$ cat src/rtl/piece_bag_rng.sv
// Bag-randomised Tetris piece generator: a Galois LFSR deals every piece type once per bag
// into a preview queue that the game pops with a pop/valid handshake.
module piece_bag_rng #(
  parameter int unsigned       LFSR_W        = 16,
  parameter logic [LFSR_W-1:0] TAPS          = 16'hB400,
  parameter logic [LFSR_W-1:0] SEED          = 16'hACE1,
  parameter int unsigned       NUM_TYPES     = 7,
  parameter int unsigned       PREVIEW_DEPTH = 3,
  parameter int unsigned       MAX_TRIES     = 16,
  localparam int unsigned      IDX_W         = $clog2(NUM_TYPES),
  localparam int unsigned      QD            = PREVIEW_DEPTH + 1,
  localparam int unsigned      CNT_W         = $clog2(QD + 1)
) (
  input  logic                             clk,
  input  logic                             rst,
  input  logic                             seed_load,
  input  logic [LFSR_W-1:0]                seed_in,
  input  logic                             pop,
  output logic [IDX_W-1:0]                 piece,
  output logic                             piece_valid,
  output logic [PREVIEW_DEPTH*IDX_W-1:0]   preview,
  output logic [CNT_W-1:0]                 queue_count,
  output logic [IDX_W:0]                   bag_remaining
);

  localparam int unsigned MW    = 1 << IDX_W;
  localparam int unsigned RW    = IDX_W + 1;
  localparam int unsigned TRY_W = $clog2(MAX_TRIES + 1);
  localparam logic [MW-1:0] FULL_MASK = MW'((64'd1 << NUM_TYPES) - 64'd1);

  typedef enum logic {FILL, READY} state_t;

  state_t               state, state_n;
  logic [LFSR_W-1:0]    lfsr, lfsr_n;
  logic [IDX_W-1:0]     q   [QD];
  logic [IDX_W-1:0]     q_n [QD];
  logic [CNT_W-1:0]     count_n, wr_pos;
  logic [MW-1:0]        bag_mask, mask_n;
  logic [TRY_W-1:0]     try_cnt, try_n;
  logic [IDX_W-1:0]     cand, low_free, acc_idx;
  logic [RW-1:0]        ones, rem_n;
  logic                 do_pop, draw_en, hit, force_acc, push;

  // State register; seed_load restarts filling
  always_ff @(posedge clk or posedge rst) begin
    if (rst) state <= FILL;
    else     state <= state_n;
  end

  // Next-state logic
  always_comb begin
    state_n = state;
    if (seed_load) begin
      state_n = FILL;
    end else begin
      case (state)
        FILL:    if (push && !do_pop && queue_count == CNT_W'(QD - 1)) state_n = READY;
        READY:   if (do_pop) state_n = FILL;
        default: state_n = FILL;
      endcase
    end
  end

  // FSM outputs: one draw attempt per FILL cycle while there is room
  always_comb begin
    draw_en = 1'b0;
    if (state == FILL) draw_en = (queue_count < CNT_W'(QD)) || do_pop;
  end

  // Draw decision; the padded mask keeps the candidate index in range
  always_comb begin
    do_pop    = pop && piece_valid;
    lfsr_n    = (lfsr >> 1) ^ (lfsr[0] ? TAPS : '0);
    cand      = lfsr[IDX_W-1:0];
    hit       = (32'(cand) < NUM_TYPES) && !bag_mask[cand];
    force_acc = !hit && (try_cnt == TRY_W'(MAX_TRIES - 1));
    low_free  = '0;
    for (int i = int'(NUM_TYPES) - 1; i >= 0; i--) begin
      if (!bag_mask[i]) low_free = IDX_W'(i);
    end
    acc_idx = hit ? cand : low_free;
    push    = draw_en && (hit || force_acc);
    try_n   = try_cnt;
    if (draw_en) try_n = push ? '0 : try_cnt + TRY_W'(1);
  end

  // Queue shift/write and bag bookkeeping
  always_comb begin
    for (int i = 0; i < QD; i++) q_n[i] = q[i];
    wr_pos = queue_count;
    if (do_pop) begin
      for (int i = 0; i < QD - 1; i++) q_n[i] = q[i+1];
      q_n[QD-1] = '0;
      wr_pos    = queue_count - CNT_W'(1);
    end
    if (push) begin
      for (int i = 0; i < QD; i++) begin
        if (CNT_W'(i) == wr_pos) q_n[i] = acc_idx;
      end
    end
    count_n = queue_count + CNT_W'(push) - CNT_W'(do_pop);
    mask_n  = bag_mask;
    if (push) begin
      mask_n = bag_mask | (MW'(1) << acc_idx);
      if (mask_n == FULL_MASK) mask_n = '0;
    end
    ones = '0;
    for (int i = 0; i < NUM_TYPES; i++) ones = ones + RW'(mask_n[i]);
    rem_n = RW'(NUM_TYPES) - ones;
  end

  // Datapath registers
  always_ff @(posedge clk or posedge rst) begin
    if (rst) begin
      lfsr          <= SEED;
      for (int i = 0; i < QD; i++) q[i] <= '0;
      queue_count   <= '0;
      bag_mask      <= '0;
      try_cnt       <= '0;
      piece_valid   <= 1'b0;
      bag_remaining <= RW'(NUM_TYPES);
    end else if (seed_load) begin
      lfsr          <= (seed_in == '0) ? SEED : seed_in;
      for (int i = 0; i < QD; i++) q[i] <= '0;
      queue_count   <= '0;
      bag_mask      <= '0;
      try_cnt       <= '0;
      piece_valid   <= 1'b0;
      bag_remaining <= RW'(NUM_TYPES);
    end else begin
      lfsr          <= lfsr_n;
      for (int i = 0; i < QD; i++) q[i] <= q_n[i];
      queue_count   <= count_n;
      bag_mask      <= mask_n;
      try_cnt       <= try_n;
      piece_valid   <= (count_n != '0);
      bag_remaining <= rem_n;
    end
  end

  // Head and preview come straight from the queue flops; vacated slots hold 0
  assign piece = q[0];
  always_comb begin
    for (int i = 0; i < PREVIEW_DEPTH; i++) preview[i*IDX_W +: IDX_W] = q[i+1];
  end

endmodule

$ cat config.mk
export PLATFORM = sky130hd
export DESIGN_NAME = piece_bag_rng
export DESIGN_NICKNAME = d
export VERILOG_FILES = /design/src/rtl/piece_bag_rng.sv
export SDC_FILE = /design/constraint.sdc
export NUM_CORES = 1
export LEC_CHECK = 0
export BUFFER_PORTS_ARGS = -buffer_cell sky130_fd_sc_hd__buf_4
export CORE_MARGIN = 4
export CORE_UTILIZATION = 50
export DETAILED_ROUTE_END_ITERATION = 10
export PLACE_DENSITY = 0.67
export SLEW_MARGIN = 20
export SYNTH_ARGS = -nofsm -noshare
export SYNTH_HDL_FRONTEND = slang
export SYNTH_SLANG_ARGS = --single-unit
$ cat constraint.sdc
create_clock -name clk -period 7.4 [get_ports clk]
set_clock_uncertainty 0.05 [all_clocks]
set_input_delay 1.11 -clock clk [delete_from_list [all_inputs] [get_ports clk]]
set_output_delay 1.11 -clock clk [all_outputs]
set_load 0.1 [all_outputs]
# Word-level counts from Yosys, hierarchy flattened
# Cells that the tools add are included.
[totals] regBits=50 latch_bits=0 ramBits=0 romBits=0 in_bits=20 elab_cells=87 mem_count=0
[classes] addsub=11 n_mul=0 div_mod_pow=0 order_cmp=3 eq_ne=6 shift=1 n_mux=35 n_bitwise=3 reduce_logical=16
[ops] cell="2-to-1 mux 16 bit" count=3
[ops] cell="2-to-1 mux 3 bit" count=14
[ops] cell="2-to-1 mux 12 bit" count=3
[ops] cell="2-to-1 mux 8 bit" count=3
[ops] cell="logical NOT 16 bit" count=1
[ops] cell="bitwise XOR 15 x 16 -> 16 bit" count=1
[ops] cell="2-to-1 mux 5 bit" count=3
[ops] cell="adder 4 x 1 -> 4 bit" count=3
[ops] cell="== test 8 x 7 -> 1 bit, second input constant" count=1
[ops] cell="OR 8 bit" count=1
[ops] cell="left shift 1 x 3 -> 8 bit, first input constant" count=1
[ops] cell="== test 2 x 3 -> 1 bit, first input constant" count=2
[ops] cell="logical AND 1 bit" count=6
[ops] cell="less-than comparator 3 bit, second input constant" count=2
[ops] cell="2-to-1 mux 1 bit" count=6
[ops] cell="adder 5 x 1 -> 5 bit, second input constant" count=1
[ops] cell="== test 5 x 4 -> 1 bit, second input constant" count=1
[ops] cell="adder 3 x 1 -> 4 bit" count=1
[ops] cell="less-than comparator 3 x 4 -> 1 bit, second input constant" count=1
[ops] cell="2-to-1 mux 4 bit" count=1
[ops] cell="nonzero test 2 bit" count=2
[ops] cell="subtractor 3 x 4 -> 4 bit, first input constant" count=1
[ops] cell="adder 2 x 1 -> 3 bit" count=1
[ops] cell="adder 3 x 1 -> 3 bit" count=1
[ops] cell="other kinds (12)" count=15

# Logic depth before layout (Yosys ltp)
[logic_depth] depth_word=21 mapped_depth=16 ltp_nobuf=14

# Worst setup path after synthesis
# OpenSTA, ideal clock, no wires.
[synth_timing] path_kind="input-to-reg" from="input port pop" to="register bag_remaining[2]" setup_ns=0.084 arrival_time_ns=4.631 path_slack_ns=2.635 stages=14 path_cell_list="nand2_1 -> clkbuf_1 -> a21o_1 -> o41ai_2 -> a21o_1 -> clkbuf_1 -> a21oi_1 -> fa_1 -> inv_1 -> ha_1 -> fa_1 -> ha_1 -> ha_1 -> or2_2"
[synth_between] elab_chain_cells=13
[synth_rtl] item="start: declaration" line_no="18" source="input logic pop,"
[synth_rtl] item="logical AND 1 bit *" line_no="72" source="do_pop = pop && piece_valid;"
[synth_rtl] item="logical OR 1 bit *" line_no="67" source="if (state == FILL) draw_en = (queue_count < CNT_W'(QD)) || do_pop;"
[synth_rtl] item="2-to-1 mux 1 bit *" line_no="67"
[synth_rtl] item="logical AND 1 bit *" line_no="82" source="push = draw_en && (hit || force_acc);"
[synth_rtl] item="2-to-1 mux 8 bit *" line_no="103" source="if (push) begin"
[synth_rtl] item="adder 1 x 1 -> 2 bit" line_no="108" source="for (int i = 0; i < NUM_TYPES; i++) ones = ones + RW'(mask_n[i]);"
[synth_rtl] item="adder 2 x 1 -> 3 bit" line_no="108"
[synth_rtl] item="adder 3 x 1 -> 4 bit" line_no="108"
[synth_rtl] item="adder 4 x 1 -> 4 bit (2 in series)" line_no="108"
[synth_rtl] item="adder 4 x 1 -> 4 bit *" line_no="108"
[synth_rtl] item="subtractor 3 x 4 -> 4 bit *" line_no="109" source="rem_n = RW'(NUM_TYPES) - ones;"
[synth_rtl] item="2-to-1 mux 4 bit *" line_no="122" source="end else if (seed_load) begin"
[synth_rtl] item="end signal: assignment" line_no="121" source="bag_remaining <= RW'(NUM_TYPES);"
[synth_rtl] item="end signal: assignment" line_no="129" source="bag_remaining <= RW'(NUM_TYPES);"
[synth_rtl] item="end signal: assignment" line_no="137" source="bag_remaining <= rem_n;"
[synth_rtl] item="end: declaration" line_no="23" source="output logic [IDX_W:0] bag_remaining"
# Mark *: on every way between the ends. The rest lies on a longest branch, timed or not. The select of a mux whose other input is x is not followed.
# A chain may end at the register's enable or synchronous reset.

# Final worst setup path
[layout_timing] from="register lfsr[1]" to="register bag_remaining[2]"
[layout_between] elab_chain_cells=18 word_cells_on_any_way=23
[layout_rtl] item="start: declaration" line_no="34" source="logic [LFSR_W-1:0] lfsr, lfsr_n;"
[layout_rtl] item="start signal: assignment" line_no="123" source="lfsr <= (seed_in == '0) ? SEED : seed_in;"
[layout_rtl] item="start signal: assignment" line_no="131" source="lfsr <= lfsr_n;"
[layout_rtl] item="binary-select mux 1 bit (select 3 bit)" line_no="75" source="hit = (32'(cand) < NUM_TYPES) && !bag_mask[cand];"
[layout_rtl] item="2-to-1 mux 1 bit (not written as such)" line_no="75"
[layout_rtl] item="logical NOT 1 bit" line_no="75"
[layout_rtl] item="logical AND 1 bit" line_no="75"
[layout_rtl] item="2-to-1 mux 3 bit" line_no="81" source="acc_idx = hit ? cand : low_free;"
[layout_rtl] item="left shift 1 x 3 -> 8 bit" line_no="104" source="mask_n = bag_mask | (MW'(1) << acc_idx);"
[layout_rtl] item="OR 8 bit" line_no="104"
[layout_rtl] item="== test 8 x 7 -> 1 bit" line_no="105" source="if (mask_n == FULL_MASK) mask_n = '0;"
[layout_rtl] item="2-to-1 mux 8 bit" line_no="105"
[layout_rtl] item="2-to-1 mux 8 bit *" line_no="103"
[layout_rtl] item="adder 1 x 1 -> 2 bit" line_no="108"
[layout_rtl] item="adder 2 x 1 -> 3 bit" line_no="108"
[layout_rtl] item="adder 3 x 1 -> 4 bit" line_no="108"
[layout_rtl] item="adder 4 x 1 -> 4 bit (2 in series)" line_no="108"
[layout_rtl] item="adder 4 x 1 -> 4 bit *" line_no="108"
[layout_rtl] item="subtractor 3 x 4 -> 4 bit *" line_no="109"
[layout_rtl] item="2-to-1 mux 4 bit *" line_no="122"
# Marked as above.

==> flow_metrics.env <==
export IMPL_status="complete, no violations"
export IMPL_syn_cell_area_um2=2959
export IMPL_syn_avg_cell_area_um2=10.03
export IMPL_finalCritPeriodShare_pct=70.96
export IMPL_ant_nets=0
export IMPL_drt_iter0_drc=183
export IMPL_crit_chain="mux2_2, mux4_2, a21bo_1, o31a_1, a211oi_4, a21oi_1, fa_1, inv_1, ha_1, fa_1, ha_1, ha_1, or2_2"
export IMPL_cp_num_buf_inv=1
export IMPL_max_stage_delay_ns=0.73
export IMPL_min_path_type="reg -> reg"
export IMPL_num_antenna_cells=0
export IMPL_netlist_instances=295
export IMPL_pin_count=40
export IMPL_cts_sinks=50
export IMPL_path_clk_slew_ns=0.09
export IMPL_crit_top_cell="ha_1"
export IMPL_gr_total_overflow=0
export IMPL_async_reset_ff_share_pct=100.0
export IMPL_firstDrtPassIters=7
export IMPL_cts_setup_buffers=0
export IMPL_finalSetupViolations=0
export IMPL_layout_nets=356
export IMPL_cts_max_path_buffers=2
export IMPL_rows=27
export IMPL_yosys_top_cells_area="dfrtp_1 33%, dfstp_2 9.8%, ha_1 4.7%"
export IMPL_antenna_found_initial=0
export IMPL_cts_hold_buf=0
export IMPL_drv_slew=0
export IMPL_htree_levels=2
export IMPL_crit_required_ns=7.58
export IMPL_drive_gt1_share_pct=24.84
export IMPL_cap_violations=0
export IMPL_critPathSlowestCell="dfrtp_1"
export IMPL_relSlewSlack_pct=43.68
export IMPL_tns_ns=0
export IMPL_die_h_um=84.93
export IMPL_register_area_um2=1265
export IMPL_clock_fmax_mhz=190.4
export IMPL_drc=0
export IMPL_power_density_nw_per_um2=372.0
export IMPL_ys_seq_area_share_pct=42.75
export IMPL_port_buffers=39
export IMPL_die_w_um=84.93
export IMPL_ys_ff_latch=50
export IMPL_ys_top_cells_by_count="39 x dfrtp_1, 23 x nand2_1, 22 x a21oi_1, 20 x nor2_1, 15 x clkbuf_1"
export IMPL_multiInputGateArea_um2=1539
export IMPL_synth_top_area_share_pct=32.98
export IMPL_yosysUniqueCellTypes=54
export IMPL_critPathKind="reg -> reg"
export IMPL_grt_pass1_vias=2293
export IMPL_yosysWarningCount=0
export IMPL_place_gp_congestion=0.9392
export IMPL_rsz0062_at_grt="false"
export IMPL_path_max_fanout=16
export IMPL_cts_tree="built"
export IMPL_initial_core_util_pct=52.77
export IMPL_grt_total_usage_pct=19.51
export IMPL_whs_ns=0.4373
export IMPL_synth_nets=330
export IMPL_cellLeakagePower_nw=1.445
export IMPL_start_kind="register"
export IMPL_cts_root_buf="clkbuf_8"
export IMPL_core_um2=5608
export IMPL_fillers=531
export IMPL_cpLargestDelayFamily="adder cells"
export IMPL_wire_per_inst_um=16.70
export IMPL_totalWireLength_um=6578
export IMPL_synth_most_common_cell="dfrtp_1"
export IMPL_synth_top_cell_by_area="dfrtp_1"
export IMPL_clock_latency_ns=0.30
export IMPL_grt_max_degree=53
export IMPL_worst_ep_arrival_time_ns=5.43
export IMPL_fin_crit_ns=5.251
export IMPL_cts_buffers_inserted=5
export IMPL_post_dp_hpwl_um=4645
export IMPL_die_area_um2=7213
export IMPL_grt_pass1_wl_um=11410
export IMPL_worst_pin_slew_ns=0.8438
export IMPL_vdd_drop_max_mv=0.2581
export IMPL_syn_to_final_growth_pct=13.36
export IMPL_synth_flop_cell="dfrtp_1"
export IMPL_viasPerCell=5.901
export IMPL_vias=2325
export IMPL_synth_edf_count=0
export IMPL_endpoint_kind="register"
export IMPL_hold_viol=0
export IMPL_cts_resized=0
==> area by class of cell <==
| type | instances | area share (%) |
|---|---|---|
| clock buffers | 6 | 2.163 |
| clock inverters | 2 | 1.119 |
| inverters | 15 | 1.716 |
| multi-input cells | 210 | 45.88 |
| flip-flops and latches | 50 | 37.71 |
| well taps | 72 | 2.686 |
| repair buffers | 39 | 8.728 |
==> power breakdown <==
group / leakage (nW) / total [mW] / internal [mW] / switching (mW)
Combinational: 0.763 / 0.665 / 0.203 / 0.462
Clock: 0.0514 / 0.192 / 0.101 / 0.0909
Sequential: 0.631 / 0.391 / 0.333 / 0.0578
==> routing by layer <==
| layer | wire (um) | track usage [%] | vias to the layer above | part of all wire (%) |
|---|---|---|---|---|
| li1 | - | - | 1114 | - |
| met4 | 73 | 5.899 | 0 | 1.1 |
| met2 | 2972 | 29.11 | 65 | 45 |
| met5 | 0 | 0 | - | 0 |
| met3 | 302 | 2.913 | 5 | 4.6 |
| met1 | 3230 | 29.34 | 1141 | 49 |
==> flip-flops by register name, summed over array words and instances, names as in the netlist <==
signal         flops
preview            9
lfsr              16
queue_count        3
state              1
try_cnt            5
bag_remaining      4
bag_mask           8
piece_valid        1
piece              3
==> cells in the final DEF, fill, tap and decap left out, types with 6 or more instances in the layout <==
cell | synthesis | routed
o22a_1 | 8 | 8
dfrtp_1 | 39 | 39
nand3_1 | 7 | 7
nor2_1 | 20 | 20
a311oi_1 | 7 | 7
a31oi_1 | 6 | 6
inv_1 | 14 | 13
a211oi_1 | 11 | 11
dfstp_2 | 11 | 11
buf_4 | 0 | 39
a21oi_1 | 22 | 22
mux2_2 | 10 | 10
nand2_1 | 23 | 23
ha_1 | 11 | 11
==> path summary, 6_finish.rpt <==
kind                                         from                    endpoint  slack (ns)  cells past startpoint
worst max-delay path            lfsr[1]$_DFF_PP0_  bag_remaining[2]$_DFF_PP1_        2.15                     13
worst min register to register  lfsr[8]$_DFF_PP0_           lfsr[7]$_DFF_PP1_        0.44                      1
worst max register to register  lfsr[1]$_DFF_PP0_  bag_remaining[2]$_DFF_PP1_        2.15                     13
worst min-delay path            lfsr[8]$_DFF_PP0_           lfsr[7]$_DFF_PP1_        0.44                      1
min in group asynchronous                     rst        preview[3]$_DFF_PP0_        0.89                      2
max in group asynchronous                     rst  bag_remaining[3]$_DFF_PP0_        5.89                      2
==> stage by stage <==
| stage | instance area, um2 | utilization (%) | total power [mW] | worst slack, ns | cells |
|---|---|---|---|---|---|
| after floorplan | 2959 | - | 0.9166 | 2.635 | 295 |
| after global placement | 3243 | 57.83 | 1.048 | 2.056 | 386 |
| after detailed placement | 3243 | 57.83 | 1.058 | 1.875 | 386 |
| after CTS | 3353 | 59.79 | 1.257 | 2.177 | 394 |
| after global routing | 3354 | 59.82 | 1.335 | 1.803 | 394 |
| final | 3354 | 59.82 | 1.248 | 2.149 | 394 |
==> cell families (layout without fill, tap and decap cells) <==
kind of cell	count (synthesis)	after routing	share of synthesized area, %
and+or+nand+nor	91	91	15.69
AOI/OAI and AO/OA	79	79	19.37
DFF	50	50	42.75
buffers and inverters	35	62	5.242
muxes	18	18	7.526
adders and majority gates	15	15	7.357
xor gates and xnor gates	7	7	2.072
Power figures use the tool's default switching activity.
